===== src/rtl/display_pkg.sv =====
// Shared constants for the front-panel seven-segment display: active-low glyphs
// ({g,f,e,d,c,b,a}) and anode encodings.
package display_pkg;

  typedef logic [3:0] bcd_t;
  typedef logic [1:0] scan_idx_t;

  localparam logic [6:0] SEG_0     = 7'b1000000;
  localparam logic [6:0] SEG_1     = 7'b1111001;
  localparam logic [6:0] SEG_2     = 7'b0100100;
  localparam logic [6:0] SEG_3     = 7'b0110000;
  localparam logic [6:0] SEG_4     = 7'b0011001;
  localparam logic [6:0] SEG_5     = 7'b0010010;
  localparam logic [6:0] SEG_6     = 7'b0000010;
  localparam logic [6:0] SEG_7     = 7'b1111000;
  localparam logic [6:0] SEG_8     = 7'b0000000;
  localparam logic [6:0] SEG_9     = 7'b0010000;
  localparam logic [6:0] SEG_DASH  = 7'b0111111;
  localparam logic [6:0] SEG_BLANK = 7'b1111111;

  localparam logic [3:0] ANODE_OFF = 4'b1111;

  // One-hot-low anode for the digit currently being scanned.
  function automatic logic [3:0] anode_sel(input scan_idx_t idx);
    anode_sel = ~(4'b0001 << idx);
  endfunction

endpackage


===== src/rtl/seg7_decoder.sv =====
// BCD to active-low seven-segment glyph; codes above 9 render as a dash.
module seg7_decoder
  import display_pkg::*;
(
  input  logic [3:0] bcd,
  output logic [6:0] seg
);

  always_comb begin
    seg = SEG_DASH;
    case (bcd)
      4'd0:    seg = SEG_0;
      4'd1:    seg = SEG_1;
      4'd2:    seg = SEG_2;
      4'd3:    seg = SEG_3;
      4'd4:    seg = SEG_4;
      4'd5:    seg = SEG_5;
      4'd6:    seg = SEG_6;
      4'd7:    seg = SEG_7;
      4'd8:    seg = SEG_8;
      4'd9:    seg = SEG_9;
      default: seg = SEG_DASH;
    endcase
  end

endmodule


===== src/rtl/display_scan_driver.sv =====
// Time-multiplexed 4-digit seven-segment driver with frame-coherent buffering,
// leading-zero blanking, colon and whole-display blink. All pins are registered.
module display_scan_driver
  import display_pkg::*;
#(
  parameter int unsigned REFRESH_DIV = 50000,
  parameter int unsigned BLINK_DIV   = 25000000
) (
  input  logic       clk,
  input  logic       reset,
  input  logic [3:0] digit0,
  input  logic [3:0] digit1,
  input  logic [3:0] digit2,
  input  logic [3:0] digit3,
  input  logic       blank_lz,
  input  logic       blink_en,
  input  logic       colon_on,
  output logic [3:0] an,
  output logic [6:0] seg,
  output logic       dp,
  output logic       frame_sync
);

  localparam int unsigned RW = (REFRESH_DIV > 2) ? $clog2(REFRESH_DIV) : 1;
  localparam int unsigned BW = (BLINK_DIV > 2) ? $clog2(BLINK_DIV) : 1;
  localparam logic [RW-1:0] RC_MAX = RW'(REFRESH_DIV - 1);
  localparam logic [BW-1:0] BC_MAX = BW'(BLINK_DIV - 1);

  logic [RW-1:0] rc;
  logic [BW-1:0] bc;
  scan_idx_t     idx;
  logic          phase;
  bcd_t          buf0, buf1, buf2, buf3;

  logic          tick;
  bcd_t          cur_digit;
  logic          z1, z2, z3;
  logic          blank_cur;
  logic [6:0]    dec_seg;

  assign tick = (rc == RC_MAX);

  always_comb begin
    cur_digit = buf0;
    unique case (idx)
      2'd0: cur_digit = buf0;
      2'd1: cur_digit = buf1;
      2'd2: cur_digit = buf2;
      2'd3: cur_digit = buf3;
    endcase
  end

  // Blanking chain runs from the leftmost digit; a dash counts as non-zero.
  assign z3 = (buf3 == 4'd0);
  assign z2 = z3 && (buf2 == 4'd0);
  assign z1 = z2 && (buf1 == 4'd0);

  always_comb begin
    blank_cur = 1'b0;
    unique case (idx)
      2'd0: blank_cur = 1'b0;
      2'd1: blank_cur = blank_lz && z1;
      2'd2: blank_cur = blank_lz && z2;
      2'd3: blank_cur = blank_lz && z3;
    endcase
  end

  seg7_decoder u_dec (
    .bcd (cur_digit),
    .seg (dec_seg)
  );

  always_ff @(posedge clk or posedge reset) begin
    if (reset) begin
      rc         <= '0;
      idx        <= '0;
      bc         <= '0;
      phase      <= 1'b0;
      buf0       <= '0;
      buf1       <= '0;
      buf2       <= '0;
      buf3       <= '0;
      an         <= ANODE_OFF;
      seg        <= SEG_BLANK;
      dp         <= 1'b1;
      frame_sync <= 1'b0;
    end else begin
      rc <= tick ? '0 : rc + 1'b1;
      if (tick) begin
        idx <= idx + 2'd1;
      end
      if (tick && (idx == 2'd3)) begin
        buf0 <= digit0;
        buf1 <= digit1;
        buf2 <= digit2;
        buf3 <= digit3;
      end
      frame_sync <= tick && (idx == 2'd3);

      if (!blink_en) begin
        bc    <= '0;
        phase <= 1'b0;
      end else if (bc == BC_MAX) begin
        bc    <= '0;
        phase <= ~phase;
      end else begin
        bc <= bc + 1'b1;
      end

      // The tick cycle is the per-slot dead time that prevents ghosting.
      an  <= (tick || phase) ? ANODE_OFF : anode_sel(idx);
      seg <= blank_cur ? SEG_BLANK : dec_seg;
      dp  <= !((idx == 2'd2) && colon_on && !phase);
    end
  end

endmodule


===== config.mk =====
export PLATFORM = sky130hd
export DESIGN_NAME = display_scan_driver
export DESIGN_NICKNAME = d
export VERILOG_FILES = /design/src/rtl/display_pkg.sv /design/src/rtl/seg7_decoder.sv /design/src/rtl/display_scan_driver.sv
export SDC_FILE = /design/constraint.sdc
export NUM_CORES = 1
export LEC_CHECK = 0
export ABC_AREA = 1
export CORE_ASPECT_RATIO = 1.4
export CORE_UTILIZATION = 30
export CTS_CLUSTER_DIAMETER = 80
export DETAILED_ROUTE_END_ITERATION = 10
export PLACE_DENSITY = 0.45
export SLEW_MARGIN = 20
export SYNTH_ARGS = -nofsm -noshare
export SYNTH_HDL_FRONTEND = slang
export SYNTH_SLANG_ARGS = --single-unit

===== constraint.sdc =====
create_clock -name clk -period 4.2 [get_ports clk]
set_input_delay 0.84 -clock clk [delete_from_list [all_inputs] [get_ports clk]]
set_output_delay 0.84 -clock clk [all_outputs]
set_load 0.01 [all_outputs]

# Yosys cells after proc, flatten, opt, wreduce, memory -nomap -nowiden
# Memories as Yosys holds them, arrays and structs flattened.
# Cells that the tools add are included.
# totals
mem_bits_ro	112
out_inout_bits	13
regBits	73
n_memories	1
wordCells	49
input_bits	21
# op_classes
n_bitwise	2
add_sub_neg	3
n_shift	1
n_reduce_logical	15
eq_ne	6
n_mux	9
# memory_table
name	words	word_bits	rd	rd_clocked_by_memory_dff	wr	line	text
(no name shown)	16	7	1	0	0	seg7_decoder.sv:11	case (bcd)
# op_table
operator	count
$mux 25	2
$add 25x1->25 const B	1
$eq 25x25->1 const B	1
$add 16x1->16 const B	1
$eq 16x16->1 const B	1
$mux 16	1
$pmux 4 s4	1
$logic_not 4->1	3
$logic_and 1x1->1	8
$mux 7	1
$eq 2x2->1 const B	2
$mux 4	1
$not 4->4	1
$pmux 1 s4	1
$shl 1x2->4 const A	1
$add 2x1->2 const B	1
$eq 2x1->1 const B	1
$logic_not 1->1	2
$logic_not 2->1	1
$mux 1	2
$ne 2x1->1 const B	1
$logic_or 1x1->1	1
$not 1->1	1

# Depth between registers and ports, before layout
# depth
depth_word	6
mapped_depth	13
depth_no_buf	13

# Hierarchy
# A second synthesis with hierarchy kept.
# hier_totals
cells_unflattened	488
hier_area_um2	3819.9
# modules_own_cells
mod	seq_area_each_um2	area_per_inst_um2	cells_per_inst	instances
display_scan_driver	1841.8	3632.2	453	1
seg7_decoder	0.0	187.7	35	1

# Worst setup path before layout
# No wires, ideal clock.
# synth_timing
kind	register to register
startpoint	reg idx[0]
endpoint	reg seg[5]
slack_ps	2328
n_path_buf	0
required_ps	4123
arrival_time_ps	1795
period_less_slack_ps	1872
stages_incl_launch_ff	11
setup_time_ps	77
path_cell_list	dfrtp_1 -> inv_1 -> ha_1 -> nand2_1 -> nand2_1 -> o21bai_1 -> inv_1 -> ha_1 -> or2_2 -> nand3_1 -> nand2_1
# synth_between
elab_chain_cells	4
elab_cells_between_ends	8
cone_classes	eq/ne (3); mux (3); reduce/logical (1); memory (1)
# synth_lines
item	line	text
start, declared	display_scan_driver.sv:31	scan_idx_t idx;
start signal, assigned	display_scan_driver.sv:90	idx <= idx + 2'd1;
$eq 2x2->1, or another cell as far along	display_scan_driver.sv:45, display_scan_driver.sv:60	
$pmux 4 s4	display_scan_driver.sv:45	unique case (idx)
$mem_v2 16x7	-	
$mux 7 (*)	display_scan_driver.sv:112	seg <= blank_cur ? SEG_BLANK : dec_seg;
end signal, assigned	display_scan_driver.sv:112	
end, declared	display_scan_driver.sv:19	output logic [6:0] seg,
# Mark *: on every way between the ends. The rest lies on a longest branch, timed or not.
# A chain may end at the register's enable or synchronous reset.

# Worst setup path after layout
# layout_timing
startpoint	reg an[2]
endpoint	out an[2]
# layout_lines
item	line	text
start, declared	display_scan_driver.sv:18	output logic [3:0] an,
start signal, assigned	display_scan_driver.sv:111	an <= (tick || phase) ? ANODE_OFF : anode_sel(idx);
# No word-level cell between the ends.

==> results.py <==
metrics = {
    "floorplanning": {
        "core_mm2": 0.0129,
        "io_pins": 34,
        "num_rows": 49,
        "die_area_mm2": 0.0138,
        "die_w_um": 99.5,
        "die_h_um": 138,
        "initial_core_util_pct": 30.9,
    },
    "logic_synthesis": {
        "async_reset_ff_share_pct": 100,
        "synth_nets": 565,
        "yosys-top-cells-area": "dfrtp_1 (38%), nand2_1 (17%), nor2_1 (9.1%)",
        "yosysWarnings": 0,
        "ys.flop_type": "dfrtp_1",
        "synth_seq_area_share_pct": 46.1,
        "synth_top_cell_area_share_pct": 38.2,
        "synth-seq-cells": 73,
        "synth_area_mm2": 0.00399,
        "synth_cell_types": 33,
        "synthCells": 534,
        "syn_area_per_cell_um2": 7.47,
        "synth_top_area_cell": "dfrtp_1",
        "synth_edf_count": 0,
    },
    "worst_setup_path": {
        "crit_buf_inv": 1,
        "crit_family": "buffers and inverters",
        "crit_end": "an[2]",
        "r2r-start": "idx[0]",
        "cp_max_fo": 1,
        "cp-start-kind": "flop",
        "required_ns": 3.36,
        "timing.rr.end": "seg[5]",
        "cp-startpoint": "an[2]",
        "crit_cells": 1,
        "reg2reg_depth": 10,
        "crit_path_cell_trace": "clkdlybuf4s50_1",
        "max_stage_delay_ns": 0.54,
        "r2r_setup_slack_ns": 2.04,
        "path_class": "reg2out",
        "crit_slowest_cell": "clkdlybuf4s50_1",
        "cp-end-kind": "output pin",
        "worstPathArrival_ns": 1.41,
    },
    "flow_run": {
        "drv_cap": 0,
    },
    "drt": {
        "drt-initial-drc-count": 99,
        "vias": 3312,
        "drc_errors": 0,
        "wl_per_cell_um": 12.6,
        "drtAntennaViolNets": 0,
        "wl_um": 9590,
        "via_per_inst": 4.36,
        "dr.pass1.iters": 5,
    },
    "cts": {
        "hold_buffers": 0,
        "cts_resized": 0,
        "clkSlewWorstSetupHoldPaths_ns": 0.06,
        "root_buffer": "clkbuf_16",
        "cts_made_buffers": 9,
        "postCtsSetupBuffers": 0,
        "clockBufferDepth": 2,
        "insertion_delay_ns": 0.34,
        "cts_tree": "yes",
        "htreeDepth": 3,
        "cts_sinks": 73,
    },
    "sta": {
        "setup_viol": 0,
        "tns_ns": 0,
        "finalCritPeriodShare_pct": 53.7,
        "fmax_ghz": 0.444,
        "fin_crit_ns": 2.25,
        "final-max-slew-violation-count": 0,
        "hold_viol": 0,
        "rsz0062_at_grt": "no",
        "relSlewSlack_pct": 64.8,
        "skew_ns": 0.00659,
        "worst_pin_slew_ns": 0.527,
        "hold_ws_ns": 0.461,
    },
    "grt": {
        "grt_max_degree": 64,
        "gr-total-overflow": 0,
        "grt_pass1_vias": 3452,
        "antenna_found_initial": 0,
        "grt_pass1_wl_um": 16500,
        "track_usage_pct": 15.3,
    },
    "final_layout": {
        "diodes": 0,
        "final_cells": 759,
        "layout_common_cells": "nand2_1 (178), nor2_1 (97), dfrtp_1 (61)",
        "area_delta_synth_final_pct": 22.3,
        "drive_above_1_share_pct": 10.8,
        "final_util_pct": 37.7,
        "layout_commonest_cell": "nand2_1",
        "fin_nets": 607,
    },
    "min_path": {
        "hold_start": "rc[0]",
        "min_path_type": "reg2reg",
    },
    "placement": {
        "io_buffers": 33,
        "dp_cells": 743,
        "gp_congestion": 0.862,
        "post-dp-hpwl_um": 7250,
    },
    "run_status": {
        "status": "complete, no violations",
    },
    "pwr": {
        "power_mw": 1.65,
        "leakagePower_nw": 2.17,
        "power_density_mw_per_mm2": 339,
        "ir_drop_uv": 170,
    },
}
stage by stage:
stage	instance area (um2)	setup WS, ns
finish	4880	1.95
global route	4880	1.89
CTS	4880	1.92
detailed placement	4540	2.08
global placement	4540	2.12
floorplan	3990	1.53
cells by family (layout without fill, tap and decap cells):
group                      count (synthesis)  count (layout)  synth area share [%]
AOI/OAI and AO/OA                         12              12                  1.94
xor gates and xnor gates                  16              16                  3.51
adders and majority gates                 10              10                  3.13
buffers and inverters                     64             111                  6.46
DFF                                       73              73                  46.1
and+or+nand+nor                          359             359                  38.8
where the power goes:
part | total [mW] | internal (mW) | leakage (nW) | switching (mW)
Sequential | 0.709 | 0.706 | 0.878 | 0.00282
Clock | 0.898 | 0.596 | 0.166 | 0.303
Combinational | 0.0451 | 0.0208 | 1.12 | 0.0243
area by class of cell:
type                       instances  area [um2]
tap                              178         223
sequential                        73        1840
multi-input combinational        397        1890
timing repair buffer              34         350
fill                            1355        8060
inverter                          61         229
clock inverter                     5         103
clock buffer                      11         243
registers in the layout, summed over array words and instances (netlist names):
name	count
buf2	4
buf1	4
buf0	4
dp	1
bc	25
frame_sync	1
seg	7
buf3	4
phase	1
rc	16
an	4
idx	2
how the worst min path moves through the flow:
stage	end	cells past startpoint	slack, ns
CTS	rc[0]	1	0.47
global route	rc[0]	1	0.49
detailed placement	rc[0]	1	0.46
floorplan	rc[0]	1	0.43
finish	rc[0]	1	0.46
global placement	rc[0]	1	0.46
Yosys cell counts (2+ instances only):
cell type and instances:
o21bai_1 4, nand2_2 14, inv_2 5, nor3_1 9, xor2_1 14, nand4_1 4
xnor2_1 2, nor2_4 2, nand3_1 41, nand2_1 178, nor2_2 4, dfrtp_1 61
nor2_1 97, a31oi_1 2, or2_2 2, inv_1 55, ha_1 10, o21ai_0 2
o21ai_1 2, nor3_2 2, dfstp_2 12
per-layer routing:
| layer | routed length (um) | share of wire (%) | track usage [%] | vias up |
|---|---|---|---|---|
| li1 | - | - | - | 1727 |
| met1 | 4160 | 43 | 17.7 | 1522 |
| met2 | 4910 | 51 | 26.9 | 45 |
| met3 | 216 | 2.3 | 2.58 | 18 |
| met4 | 306 | 3.2 | 7.82 | 0 |
| met5 | 0 | 0 | 0 | - |
(Power assumes the default switching activity.)
